### config.mk
export PLATFORM = sky130hd
export DESIGN_NAME = polyphase_interpolator_mc
export DESIGN_NICKNAME = d
export VERILOG_FILES = /design/src/rtl/polyphase_interpolator_mc.sv
export SDC_FILE = /design/constraint.sdc
export NUM_CORES = 2
export LEC_CHECK = 0
export ABC_CLOCK_PERIOD_IN_PS = 8700
export CORE_ASPECT_RATIO = 0.5
export CORE_MARGIN = 10
export CORE_UTILIZATION = 49
export DETAILED_ROUTE_END_ITERATION = 16
export PLACE_DENSITY = 0.76
export SKIP_LAST_GASP = 1
export SYNTH_ARGS = -nofsm -noshare
export SYNTH_HDL_FRONTEND = slang
export SYNTH_SLANG_ARGS = --single-unit
### constraint.sdc
create_clock -name aclk -period 8.7 [get_ports aclk]
set_input_delay 1.74 -clock aclk [delete_from_list [all_inputs] [get_ports aclk]]
set_output_delay 1.74 -clock aclk [all_outputs]
set_load 0.01 [all_outputs]
### src/rtl/polyphase_interpolator_mc.sv
// rtl/polyphase_interpolator_mc.sv - multichannel polyphase interpolator, one time-shared MAC.
// Optional POLYPHASE_SATURATE_EN clamps the output instead of wrapping it.
module polyphase_interpolator_mc #(
   parameter int NUMBER_TAPS       = 32,
   parameter int RATE_CHANGE       = 8,
   parameter int NUM_CHANNELS      = 2,
   parameter int DATA_IN_WIDTH     = 16,
   parameter int DATA_OUT_WIDTH    = 16,
   parameter int COEFFICIENT_WIDTH = 16,
   parameter int OUTPUT_SHIFT      = 15,
   localparam int SUB_LENGTH = NUMBER_TAPS / RATE_CHANGE,
   localparam int CH_W       = (NUM_CHANNELS > 1) ? $clog2(NUM_CHANNELS) : 1,
   localparam int ADDR_W     = $clog2(NUMBER_TAPS)
) (
   input  logic                                aclk,
   input  logic                                aresetn,
   input  logic                                data_in_tvalid,
   output logic                                data_in_tready,
   input  logic signed [DATA_IN_WIDTH-1:0]     data_in_tdata,
   input  logic [CH_W-1:0]                     data_in_tid,
   input  logic                                data_in_tlast,
   output logic                                data_out_tvalid,
   input  logic                                data_out_tready,
   output logic [DATA_OUT_WIDTH-1:0]           data_out_tdata,
   output logic [CH_W-1:0]                     data_out_tid,
   output logic                                data_out_tlast,
   input  logic                                coeffs_wren,
   input  logic [ADDR_W-1:0]                   coeffs_addr,
   input  logic signed [COEFFICIENT_WIDTH-1:0] coeffs_wdata
);
   localparam int ACC_W  = DATA_IN_WIDTH + COEFFICIENT_WIDTH + $clog2(SUB_LENGTH) + 1;
   localparam int PROD_W = DATA_IN_WIDTH + COEFFICIENT_WIDTH;
   localparam int PH_W   = $clog2(RATE_CHANGE);
   localparam int JW     = (SUB_LENGTH > 1) ? $clog2(SUB_LENGTH) : 1;
   localparam int CNT_W  = $clog2(SUB_LENGTH + 2);
   localparam int FC_W   = $clog2(SUB_LENGTH + 1);

   typedef enum logic [1:0] {S_IDLE, S_MAC, S_OUT, S_FLUSH} state_t;

   state_t                        state_q, state_d;
   logic [PH_W-1:0]               phase_q, phase_d;
   logic [CNT_W-1:0]              cnt_q, cnt_d;
   logic [CH_W-1:0]               ch_q, ch_d;
   logic                          last_q, last_d;
   logic [FC_W-1:0]               flush_q, flush_d;
   logic signed [PROD_W-1:0]      prod_q, prod_d;
   logic signed [ACC_W-1:0]       acc_q, acc_d;
   logic [DATA_OUT_WIDTH-1:0]     tdata_q, tdata_d, out_val;
   logic                          tlast_q, tlast_d;
   logic                          tvalid_q, tready_q;
   logic signed [DATA_IN_WIDTH-1:0]     dl_q [NUM_CHANNELS][SUB_LENGTH];
   logic signed [COEFFICIENT_WIDTH-1:0] coef_q [NUMBER_TAPS];
   logic                          shift_en, tid_ok, accept;
   logic [CH_W-1:0]               shift_ch;
   logic signed [DATA_IN_WIDTH-1:0] shift_val;
   logic [JW-1:0]                 j_idx;
   logic [ADDR_W-1:0]             rd_addr;

   generate
      if (NUM_CHANNELS == (1 << CH_W)) begin : g_tid_full
         assign tid_ok = 1'b1;
      end else begin : g_tid_chk
         assign tid_ok = ({1'b0, data_in_tid} < NUM_CHANNELS[CH_W:0]);
      end
   endgenerate

   assign accept  = data_in_tvalid & tready_q;
   assign j_idx   = cnt_q[JW-1:0];
   assign rd_addr = ADDR_W'({j_idx, phase_q});

`ifdef POLYPHASE_SATURATE_EN
   localparam logic signed [ACC_W-1:0] OUT_MAX =
      {{(ACC_W-DATA_OUT_WIDTH+1){1'b0}}, {(DATA_OUT_WIDTH-1){1'b1}}};
   localparam logic signed [ACC_W-1:0] OUT_MIN =
      {{(ACC_W-DATA_OUT_WIDTH+1){1'b1}}, {(DATA_OUT_WIDTH-1){1'b0}}};
   logic signed [ACC_W-1:0] shifted;
   assign shifted = acc_q >>> OUTPUT_SHIFT;
   assign out_val = (shifted > OUT_MAX) ? OUT_MAX[DATA_OUT_WIDTH-1:0] :
                    (shifted < OUT_MIN) ? OUT_MIN[DATA_OUT_WIDTH-1:0] :
                    shifted[DATA_OUT_WIDTH-1:0];
`else
   assign out_val = DATA_OUT_WIDTH'(acc_q >>> OUTPUT_SHIFT);
`endif

   // Coefficient RAM survives reset; a same-cycle read sees the old word.
   always_ff @(posedge aclk) begin
      if (coeffs_wren) coef_q[coeffs_addr] <= coeffs_wdata;
   end

   always_ff @(posedge aclk or negedge aresetn) begin
      if (!aresetn) begin
         for (int c = 0; c < NUM_CHANNELS; c++)
            for (int j = 0; j < SUB_LENGTH; j++) dl_q[c][j] <= '0;
      end else if (shift_en) begin
         dl_q[shift_ch][0] <= shift_val;
         for (int j = 1; j < SUB_LENGTH; j++) dl_q[shift_ch][j] <= dl_q[shift_ch][j-1];
      end
   end

   always_comb begin
      prod_d = '0;
      if (state_q == S_MAC && cnt_q < CNT_W'(SUB_LENGTH))
         prod_d = dl_q[ch_q][j_idx] * coef_q[rd_addr];
   end

   always_comb begin
      state_d   = state_q;
      phase_d   = phase_q;
      cnt_d     = cnt_q;
      ch_d      = ch_q;
      last_d    = last_q;
      flush_d   = flush_q;
      acc_d     = acc_q;
      tdata_d   = tdata_q;
      tlast_d   = tlast_q;
      shift_en  = 1'b0;
      shift_ch  = ch_q;
      shift_val = '0;
      case (state_q)
         S_IDLE: begin
            if (accept && tid_ok) begin
               shift_en  = 1'b1;
               shift_ch  = data_in_tid;
               shift_val = data_in_tdata;
               ch_d      = data_in_tid;
               last_d    = data_in_tlast;
               flush_d   = data_in_tlast ? FC_W'(SUB_LENGTH - 1) : '0;
               phase_d   = '0;
               cnt_d     = '0;
               state_d   = S_MAC;
            end
         end
         S_MAC: begin
            // Products lag one cycle behind the tap index, so the sum completes at cnt==SUB_LENGTH.
            cnt_d = cnt_q + 1'b1;
            if (cnt_q == '0) acc_d = '0;
            else if (cnt_q <= CNT_W'(SUB_LENGTH))
               acc_d = acc_q + {{(ACC_W-PROD_W){prod_q[PROD_W-1]}}, prod_q};
            if (cnt_q == CNT_W'(SUB_LENGTH + 1)) begin
               tdata_d = out_val;
               tlast_d = last_q && (flush_q == '0) && (phase_q == PH_W'(RATE_CHANGE - 1));
               state_d = S_OUT;
            end
         end
         S_OUT: begin
            if (data_out_tready) begin
               tlast_d = 1'b0;
               if (phase_q != PH_W'(RATE_CHANGE - 1)) begin
                  phase_d = phase_q + 1'b1;
                  cnt_d   = '0;
                  state_d = S_MAC;
               end else if (flush_q != '0) begin
                  state_d = S_FLUSH;
               end else begin
                  state_d = S_IDLE;
               end
            end
         end
         S_FLUSH: begin
            shift_en = 1'b1;
            flush_d  = flush_q - 1'b1;
            phase_d  = '0;
            cnt_d    = '0;
            state_d  = S_MAC;
         end
         default: state_d = S_IDLE;
      endcase
   end

   always_ff @(posedge aclk or negedge aresetn) begin
      if (!aresetn) begin
         state_q  <= S_IDLE;
         phase_q  <= '0;
         cnt_q    <= '0;
         ch_q     <= '0;
         last_q   <= 1'b0;
         flush_q  <= '0;
         prod_q   <= '0;
         acc_q    <= '0;
         tdata_q  <= '0;
         tlast_q  <= 1'b0;
         tvalid_q <= 1'b0;
         tready_q <= 1'b0;
      end else begin
         state_q  <= state_d;
         phase_q  <= phase_d;
         cnt_q    <= cnt_d;
         ch_q     <= ch_d;
         last_q   <= last_d;
         flush_q  <= flush_d;
         prod_q   <= prod_d;
         acc_q    <= acc_d;
         tdata_q  <= tdata_d;
         tlast_q  <= tlast_d;
         tvalid_q <= (state_d == S_OUT);
         tready_q <= (state_d == S_IDLE);
      end
   end

   assign data_in_tready  = tready_q;
   assign data_out_tvalid = tvalid_q;
   assign data_out_tdata  = tdata_q;
   assign data_out_tid    = ch_q;
   assign data_out_tlast  = tlast_q;

endmodule

# After elaboration in Yosys (flattened, before gate mapping)
# Memories as Yosys holds them, arrays and structs flattened.
# Index checks and enable logic that the tools add are counted.
dict set report word_totals {
  output_inout_bits 20
  ff_bits 227
  mem_count 1
  ram_bits 512
}
# name words word_bits read_ports rd_clocked_by_memory_dff wr line
set mem_list {}
lappend mem_list {coef_q 32 16 1 0 1 52} ;# logic signed [COEFFICIENT_WIDTH-1:0] coef_q [NUMBER_TAPS];
dict set report op_classes {
  magnitude_cmp 6
  eq_ne 11
  mul 1
  bitwise 4
  reduce_logical 20
  n_mux 51
  n_addsub 4
}
# operator n
set op_table {}
lappend op_table {{bitwise mux 128 bit} 4}
lappend op_table {{two-way mux 64 bit} 7}
lappend op_table {{demux 64 bit (select 1 bit)} 4}
lappend op_table {{two-way mux 16 bit} 5}
lappend op_table {{two-way mux 35 bit} 2}
lappend op_table {{two-way mux 32 bit} 2}
lappend op_table {{two-way mux 48 bit} 1}
lappend op_table {{adder 35 bit} 1}
lappend op_table {{binary-select mux 16 bit (select 2 bit)} 1}
lappend op_table {{multiplier 16 x 16 -> 32 bit} 1}
lappend op_table {{two-way mux 3 bit} 6}
lappend op_table {{two-way mux 2 bit} 6}
lappend op_table {{case mux 3 bit (4 select lines)} 1}
lappend op_table {{case mux 3 bit (3 select lines)} 1}
lappend op_table {{case mux 2 bit (4 select lines)} 1}
lappend op_table {{AND reduction 2 bit} 4}
lappend op_table {{two-way mux 1 bit} 7}
lappend op_table {{adder 3 x 1 -> 3 bit, second input constant} 2}
lappend op_table {{equality test 2 bit, second input constant} 3}
lappend op_table {{equality test 3 bit, second input constant} 2}
lappend op_table {{zero test 3 bit} 2}
lappend op_table {{inequality test 2 bit, second input constant} 3}
lappend op_table {{case mux 3 bit (2 select lines)} 1}
lappend op_table {{AND reduction 3 bit} 2}
lappend op_table {{other kinds (18)} 28}

# Longest topological paths before layout
dict set report logic_depth {
  word_depth 12
  depth_mapped 32
}

# Least setup slack after synthesis
# No wires, ideal clock.
dict set report synth_path {
  path_type {flip-flop to flip-flop}
  startpoint {register phase_q[1]}
  endpoint {register prod_q[29]}
  required_ns 8.631
  synth_period_minus_slack_ns 7.714
  path_buffers 6
  setup_ns 0.069
  stages_incl_launch_ff 31
  t_arrival_ns 7.645
  setup_slack_ns 0.986
  cell_sequence {dfrtp_1 buf_2 buf_4 clkbuf_1 buf_1 mux4_2 mux4_2 mux2i_2 buf_4 nor2_1 fa_1 inv_1 fa_1 fa_1 inv_1 fa_1 fa_1 inv_1 fa_1 inv_1 ha_1 clkbuf_1 a21o_1 a21o_1 a21o_1 a21oi_1 o211a_1 o21ai_1 a31oi_1 or4_1 nand3_1}
}
dict set report synth_via {
  elab_chain_cells 3
}
# element line
set synth_lines {}
lappend synth_lines {{from (decl)} 41} ;# logic [PH_W-1:0] phase_q, phase_d;
lappend synth_lines {{from (signal assigned)} 186} ;# phase_q <= phase_d;
lappend synth_lines {{memory (32 x 16 bit)} -}
lappend synth_lines {{multiplier 16 x 16 -> 32 bit} 103} ;# prod_d = dl_q[ch_q][j_idx] * coef_q[rd_addr];
lappend synth_lines {{two-way mux 32 bit} 102} ;# if (state_q == S_MAC && cnt_q < CNT_W'(SUB_LENGTH))
lappend synth_lines {{named net prod_d[29]} 46} ;# logic signed [PROD_W-1:0] prod_q, prod_d;
lappend synth_lines {{to (signal assigned)} 191} ;# prod_q <= prod_d;
lappend synth_lines {{to (decl)} 46}
# The timed path passes the listed nets, and every way through them passes these cells.
# A chain may end at the register's enable or synchronous reset.

# Worst setup path in the final report
dict set report layout_path {
  startpoint {register phase_q[0]}
  endpoint {register prod_q[28]}
}
# The elaborated chain is that of the path after synthesis.

==> flow_summary.toml <==
[run_status]
status = "completed"

[layout]
drive_gt1_share_pct = 16.3
final_area_um2 = 44400
n_fill_cell = 6145
area_growth_pct = 11.6
nets = 3293

[route]
drc = 0
avgRoutedWirePerCell_um = 23.0
drt_pass1_iterations = 5
wl_um = 92100
ant_nets = 0
drt-initial-drc-count = 2132
via_count = 23000
viasPerCell = 5.72

[sta]
hold_slack_ns = 0.483
finalHoldViolations = 0
slew_viol_final = 0
rsz0062_at_grt = "false"
tightestPinTransition_ns = 1.19
max_slew_margin_pct = 20.4
fin_crit_ns = 8.28
tns_ns = 0
setup_viol = 0
fin_crit_sh_pct = 95.2
clock_skew_ns = 0.0296
fmax_ghz = 0.121

[critical_path]
critical_path_required_ns = 9.22
cpPeakStageDelay_ns = 0.81
cp_common_cell = "fa_1"
slowest_stage = "dfrtp_4"
worstSetupPathType = "flip-flop to flip-flop"
crit_family = "adder cells"
worstPathMaxFanout = 25
path_buf_inv = 5
worstSetupEndpointType = "flip-flop"
cp.arrival_ns = 8.80
crit_path_start_kind = "flip-flop"

[clocking]
insertion_delay_ns = 0.64
cts_tree = "yes"
htreeDepth = 3
cts_resized = 0
cts_num_sinks = 734
hold_buffers = 0
cts_setup_buffers = 0
cts_buffer_depth = 3
clk_pin_slew_ns = 0.06
root_buffer = "clkbuf_16"
numCtsBuffers = 67

[pwr]
powerDensity_nw_per_um2 = 318
total_power_uw = 14100
p_leak_uw = 0.0180
ir_drop_mv = 0.276

[synth]
synth_nets = 3185
yosysSeqAreaShare_pct = 52.6
synth_edf_count = 512
ys.flop_type = "edfxtp_1"
yosysTopAreaCellShare_pct = 38.7
synth_warnings = 0
synth_cells = 2762
synth.largest_area_cell = "edfxtp_1"
yosysMostFrequentCell = "edfxtp_1"
ys_top_cells_by_count = "edfxtp_1, inv_1, fa_1"
syn-cell-area_um2 = 39800
synthArstFlopShare_pct = 30.2
syn_avg_cell_area_um2 = 14.4
synth_area_leaders = "edfxtp_1, dfrtp_1, fa_1"
yosysUniqueCellTypes = 66
synth_seq_cells = 734

[floorplan]
die_h_um = 221
die-area_um2 = 93600
rows = 73
initial_core_util_pct = 49.7
die_x_um = 423
coreArea_um2 = 79900
ios = 64

[run]
cap_violations = 0

[min_path]
holdCritPathClass = "flip-flop to flip-flop"

[global_route]
track_usage_pct = 19.8
grt_pass1_vias = 24600
grt_max_degree = 156
gr-total-overflow = 0
antenna_found_initial = 2
grt_pass1_wl_um = 145000

[placement]
dpl_cell_area_um2 = 42100
hpwl_um = 59800
io_buffers = 63
place_congestion = 0.901
[flip-flops by register name (all words and copies together) (netlist names)]
register and flops:
acc_q 31, cnt_q 3, coef_q 512, data_in_tready 1, data_out_tdata 16, data_out_tid 1
data_out_tlast 1, data_out_tvalid 1, dl_q 128, flush_q 3, last_q 1, phase_q 3
prod_q 31, state_q 2
[final timing paths]
path	depth (start not counted)	from	slack [ns]	to
setup reg to reg	25	phase_q[0]	0.42	prod_q[28]
min in group asynchronous	1	aresetn	1.05	dl_q[3]
hold reg to reg	1	dl_q[93]	0.48	dl_q[77]
hold / removal	1	dl_q[93]	0.48	dl_q[77]
max in group asynchronous	2	aresetn	6.38	acc_q[8]
setup / recovery	25	phase_q[0]	0.42	prod_q[28]
[layer usage]
| layer | track usage (%) | wire length (um) | up-vias |
|---|---|---|---|
| met4 | 5.90 | 2460 | 4 |
| met5 | 0 | 17 | - |
| met1 | 25.6 | 36800 | 11900 |
| li1 | - | - | 9943 |
| met2 | 33.2 | 45400 | 916 |
| met3 | 4.44 | 7410 | 187 |
[worst register-to-register path, delay by kind of cell (launching register included)]
kind                       cells  cell delay, ns
adders and majority gates      7            3.30
xor gates and xnor gates       1            0.17
and+or+nand+nor                4            0.81
DFF                            1            0.81
muxes                          2            1.06
AOI/OAI and AO/OA              6            1.27
buffers and inverters          5            0.74
[placed cells by master, fill, tap and decap left out, types with 14 or more instances in the layout]
cell / instances
edfxtp_1: 512
inv_1: 309
fa_1: 257
nand2_1: 225
nor2_1: 223
dfrtp_1: 218
mux4_2: 192
ha_1: 122
buf_4: 79
clkbuf_16: 69
mux2_2: 66
clkdlybuf4s50_1: 62
o21ai_0: 54
a21oi_1: 51
mux2_1: 48
o21ai_1: 39
nand2b_1: 33
a21o_1: 33
xnor2_1: 31
xor2_1: 26
or2_1: 17
mux2i_1: 14
nand3_1: 14
[through the flow]
stage / cells / setup WS [ns] / utilization [%]
5_1_grt: 4009 / 0.0891 / 55.5
2_1_floorplan: 2762 / 0.986 / -
6_report: 4010 / 0.419 / 55.5
4_1_cts: 4009 / 0.371 / 55.5
3_3_place_gp: 3888 / 0.581 / 52.6
3_5_place_dp: 3888 / 0.478 / 52.6
[cell type report]
| type | instances | area (um^2) | area share (%) |
|---|---|---|---|
| flip-flops and latches | 734 | 20900 | 47.2 |
| multi-input cells | 1599 | 17200 | 38.7 |
| clock buffers | 86 | 1850 | 4.18 |
| repair buffers | 152 | 1430 | 3.22 |
| well taps | 1087 | 1360 | 3.06 |
| inverters | 316 | 1190 | 2.67 |
| clock inverters | 35 | 447 | 1.01 |
| diodes | 1 | 2.50 | 0.00564 |
[logic make-up (layout without fill, tap and decap cells)]
family	after synthesis	in the layout	share of synthesized area, %
flops	734	734	52.6
simple gates	582	582	6.32
buf+inv	429	589	4.24
fa+ha+maj	379	379	16.8
mux	325	325	14.7
compound gates	255	255	4.03
xor+xnor	58	58	1.30
other cells	0	1	0
[power by group]
group,leakage (uW),internal [uW],switching [uW]
clock,0.00111,1690,1370
sequential,0.00765,4040,213
combinational,0.00924,2810,3960
Note: power is estimated with default switching activity, not from simulation.
==> variant 1, RTL diff (same settings) <==
Re-encode `state_t` (4 states) as one-hot, 4 bits wide.
--- a/src/rtl/polyphase_interpolator_mc.sv
+++ b/src/rtl/polyphase_interpolator_mc.sv
@@ -37,3 +37,3 @@
 
-   typedef enum logic [1:0] {S_IDLE, S_MAC, S_OUT, S_FLUSH} state_t;
+   typedef enum logic [3:0] {S_IDLE = 4'b0001, S_MAC = 4'b0010, S_OUT = 4'b0100, S_FLUSH = 4'b1000} state_t;
 
Formal check against the unedited RTL: no difference found for any inputs over 4 cycles, from zero or initial values and one cycle with aresetn low; so few cycles prove little.
==> variant 1 against the unedited design <==
- clock skew decreased by 4.2 ps
- worst setup slack improved by 67 ps
- synthesized area is 0.24% higher
- critical path depth up 1
- core utilization fell by 0.26 points
- wire length up 1.9%
- critical endpoint is now prod_q[29]$_DFF_PN0_
- critical path type unchanged
- sequential cell count up 2
- design area down 0.36%
Power is left out: the tool's default activity adds up to more than one toggle a clock period on the data nets, which glitch-free logic cannot reach.
==> variant 1: results <==
{
  "grt_max_degree": 119,
  "clk_pin_slew_ps": 80,
  "place.detailed.hpwl_um": 60500,
  "globalplace.congestion": 0.929,
  "min_to": "acc_q[10]$_DFFE_PN0P_",
  "cts_buffers": 69,
  "ys_types": 71,
  "synthArstFlopShare_pct": 30.4,
  "dr.pass1.iters": 5,
  "fillers": 6218,
  "hold_ws_ps": 494,
  "status": "finished, final reports clean",
  "highest_layer": "met4",
  "track_usage_pct": 20.1,
  "drt-met1-wl_um": 37200,
  "grt_pass1_wl_um": 148000,
  "tightest_slew_ps": 1220,
  "drt_iter0_markers": 2158,
  "yosysSeqAreaShare_pct": 52.6,
  "dr_wl_met2_um": 46300,
  "place_area_um2": 42000,
  "worstRegToRegCells": 26,
  "totalWireLength_um": 93900,
  "hold_start": "acc_q[10]$_DFFE_PN0P_",
  "reg2reg_slack_ps": 490,
  "layout-drive-gt1-share_pct": 18.4,
  "synth_area_leaders": "edfxtp_1, dfrtp_1, fa_1",
  "skew_ps": 25.4,
  "reg2reg_from": "phase_q[1]$_DFFE_PN0P_",
  "syn_nets": 3177,
  "wl_met3_um": 7250,
  "first_global_vias": 24870,
  "antenna_found_initial": 0,
  "slowest_delay_ps": 750,
  "r2r-end": "prod_q[29]$_DFF_PN0_",
  "cp_max_fo": 31,
  "min_path_cells": 2,
  "vias": 23101
}
==> variant 1: cell count changes after synthesis, sizes merged, moves of 6 or more <==
cell | before | now
nand2b | 33 | 26
inv | 316 | 309
nor3 | 10 | 27
a21o | 33 | 20
nand2 | 226 | 199
o21ai | 94 | 64
or3 | 4 | 13
nand3 | 14 | 21
xor2 | 26 | 17
a22o | 3 | 37
and2 | 13 | 19
a22oi | 0 | 9
mux4 | 192 | 180
mux2i | 19 | 31
==> variant 1: kinds of logic (layout without fill, tap and decap cells) <==
kind of cell	Yosys count	count (layout)	synth area share, %
muxes	323	323	14.4
DFF	736	736	52.6
xor gates and xnor gates	44	44	0.967
adders and majority gates	374	374	16.6
other	0	1	0
and+or+nand+nor	596	596	6.69
AOI/OAI and AO/OA	260	260	4.49
buffers and inverters	426	562	4.26
==> variant 1: per-stage QoR <==
stage / setup slack [ps] / std cells / util [%]
6_report: 486 / 3983 / 55.3
5_1_grt: 21.8 / 3982 / 55.3
4_1_cts: 307 / 3981 / 55.2
3_5_place_dp: 376 / 3858 / 52.5
3_3_place_gp: 386 / 3858 / 52.5
2_1_floorplan: 1110 / 2759 / -
==> variant 1: what timing repair did <==
| item | 4_1_cts | 5_1_grt |
|---|---|---|
| resized for setup | 0 | 1 |
| endpoints found under the setup margin | 0 | 6 |
| endpoints found under the hold margin | 0 | 0 |
| buffers inserted | 0 | 1 |
==> variant 1: layout make-up <==
cell class,instances,area (um^2),share of cell area (%)
repair buffers,129,1270,2.88
inverters,310,1160,2.63
multi-input cells,1597,17200,39.0
flip-flops and latches,736,21000,47.5
clock inverters,45,424,0.959
diodes,1,2.50,0.00566
well taps,1087,1360,3.08
clock buffers,78,1760,3.98
==> variant 1: how the worst max path moves through the flow <==
stage                     cells after the start              endpoint                   start
after floorplan                              26  prod_q[29]$_DFF_PN0_  phase_q[0]$_DFFE_PN0P_
after global placement                       26  prod_q[27]$_DFF_PN0_  phase_q[0]$_DFFE_PN0P_
after detailed placement                     26  prod_q[29]$_DFF_PN0_  phase_q[0]$_DFFE_PN0P_
after CTS                                    26  prod_q[29]$_DFF_PN0_  phase_q[0]$_DFFE_PN0P_
after global routing                         25  prod_q[24]$_DFF_PN0_  phase_q[1]$_DFFE_PN0P_
final                                        26  prod_q[29]$_DFF_PN0_  phase_q[1]$_DFFE_PN0P_
==> variant 1: layer usage <==
metal	GRT usage, %	vias to the layer above
met5	0	-
met4	6.89	0
met3	4.24	187
met2	33.7	885
met1	25.9	12056
li1	-	9973
==> variant 2, RTL diff (same settings) <==
Without the edit above. Build with the macro `POLYPHASE_SATURATE_EN` defined.
--- a/src/rtl/polyphase_interpolator_mc.sv
+++ b/src/rtl/polyphase_interpolator_mc.sv
@@ -2,2 +2,4 @@
 // Optional POLYPHASE_SATURATE_EN clamps the output instead of wrapping it.
+`define POLYPHASE_SATURATE_EN
+
 module polyphase_interpolator_mc #(
Behaviour: same outputs for any inputs over 4 cycles, from zero or initial values and one cycle with aresetn low; that may be too few to reach the edited logic, so the function may still have changed.
==> variant 2 against the unedited design <==
- sequential share of layout area is 0.43 points lower
- die area is 1.8% higher
- design area is 1.5% higher
- synthesized area is 2.0% higher
- wire length is 0.47% higher
- core utilization is 0.49 points lower
- power is 3.3% higher
- critical path type unchanged
- global-route usage is 0.15 points lower
- non-clock buffer count is 6 lower
- worst setup slack better by 26 ps
- sequential cell count is 5 higher
==> variant 2: results <==
{
  "largestRegisters": "coef_q (512), dl_q (128), acc_q (35)",
  "numPortBuffers": 63,
  "hp-class": "flop to flop",
  "cts-root-buf": "clkbuf_16",
  "synth_area_leaders": "edfxtp_1, dfrtp_1, fa_1",
  "cts_buffers": 69,
  "place.detailed.hpwl_um": 62600,
  "globalplace.congestion": 0.903,
  "min_path_cells": 2,
  "synthTopCellsByCount": "edfxtp_1, inv_1, nand2_1",
  "syn_nets": 3323,
  "layout.nets": 3422,
  "ys_types": 69,
  "vias_per_cell": 5.73,
  "dr.pass1.iters": 7,
  "skew_ps": 47.8,
  "clockBufferDepth": 3,
  "synth_compound_area_share_pct": 4.28,
  "syn_area_per_cell_um2": 14.0,
  "grt_max_degree": 153,
  "clk_pin_slew_ps": 60,
  "clkLatencyLatePin_ps": 650,
  "cp_max_fo": 15,
  "ir_worst_vdd_uv": 311,
  "yosysSeqAreaShare_pct": 51.9,
  "grt_pass1_wl_um": 147000,
  "layout-drive-gt1-share_pct": 17.3,
  "path_class": "flop to flop",
  "yosys.area_share.adder_pct": 16.9,
  "synth_most_common_cell": "edfxtp_1",
  "hold_start": "data_out_tdata[14]$_DFFE_PN0P_",
  "tightest_slew_ps": 1230,
  "arrival_ps": 8770,
  "antenna_found_initial": 1,
  "status": "finished, final reports clean",
  "track_usage_pct": 19.6,
  "drt_iter0_markers": 2155,
  "postCtsSetupRepairBufs": 0,
  "synthXorXnorAreaFrac_pct": 0.994,
  "place_area_um2": 42800,
  "synthArstFlopShare_pct": 30.7,
  "leakage_nw": 18.2,
  "h-tree-depth": 3,
  "synth_mux_area_share_pct": 14.3,
  "first_global_vias": 25380,
  "wl_per_cell_um": 22.3
}
[variant 2: changes by cell type in the layout (fill, tap and decap cells not counted), moves of 17 or more]
cell | before | now
o21ai_0 | 54 | 110
o21ai_1 | 39 | 1
a21oi_1 | 51 | 68
mux2_1 | 48 | 0
mux2_2 | 66 | 99
nand2_1 | 225 | 268
[variant 2: layer usage]
metal | vias up | routed length [um] | global-route usage, %
li1 | 10383 | - | -
met1 | 12256 | 37400 | 25.6
met2 | 907 | 45400 | 32.7
met3 | 205 | 7030 | 4.48
met4 | 0 | 2710 | 5.94
met5 | - | 0 | 0
[variant 2: kinds of logic after synthesis]
family,count (synthesis)
AOI/OAI and AO/OA,285
buffers and inverters,444
xor gates and xnor gates,46
DFF,739
adders and majority gates,391
muxes,316
and+or+nand+nor,667
[variant 2: area by class of cell]
class	count	area, um^2
inverter	326	1220
clock inverter	36	437
clock buffer	90	1830
timing repair buffer	146	1360
antenna	2	5.00
sequential	739	21100
fill	6394	36800
multi-input combinational	1705	17700
tap	1102	1380
[variant 2: worst max-delay path, cell delays in order (launching register included)]
cell	delay, ps
dfrtp_4	640
buf_4	320
mux4_2	540
mux4_2	520
mux2i_4	480
buf_4	250
nor2_1	60
fa_1	530
inv_1	50
fa_1	460
fa_1	550
inv_1	70
fa_1	490
fa_1	490
inv_1	50
fa_1	480
inv_1	40
ha_1	330
a21oi_1	180
o21ai_0	130
o21ai_0	380
a21oi_1	240
o41ai_2	450
a21oi_1	150
xnor2_1	160
nor2_1	60
[variant 2: timing repair]
action | CTS | global route
gates resized for setup | 0 | 1
hold buffers | 0 | 0
setup endpoints to repair | 0 | 2
[variant 2: worst paths after layout]
path,end,slack [ps]
setup reg to reg,prod_q[30]$_DFF_PN0_,440
max in group asynchronous,phase_q[1]$_DFFE_PN0P_,6270
setup / recovery,prod_q[30]$_DFF_PN0_,440
hold reg to reg,data_out_tdata[14]$_DFFE_PN0P_,470
min in group asynchronous,data_out_tdata[12]$_DFFE_PN0P_,1060
hold / removal,data_out_tdata[14]$_DFFE_PN0P_,470
[variant 2: power breakdown]
part / switching (mW) / internal [mW]
sequential: 0.217 / 4.09
clock: 1.35 / 1.71
combinational: 4.23 / 2.96
[variant 2: stage by stage]
stage                     std cells  worst slack (ps)
after floorplan                2888              1340
after global placement         4018               676
after detailed placement       4018               427
after CTS                      4144               416
after global routing           4144               172
final                          4146               445
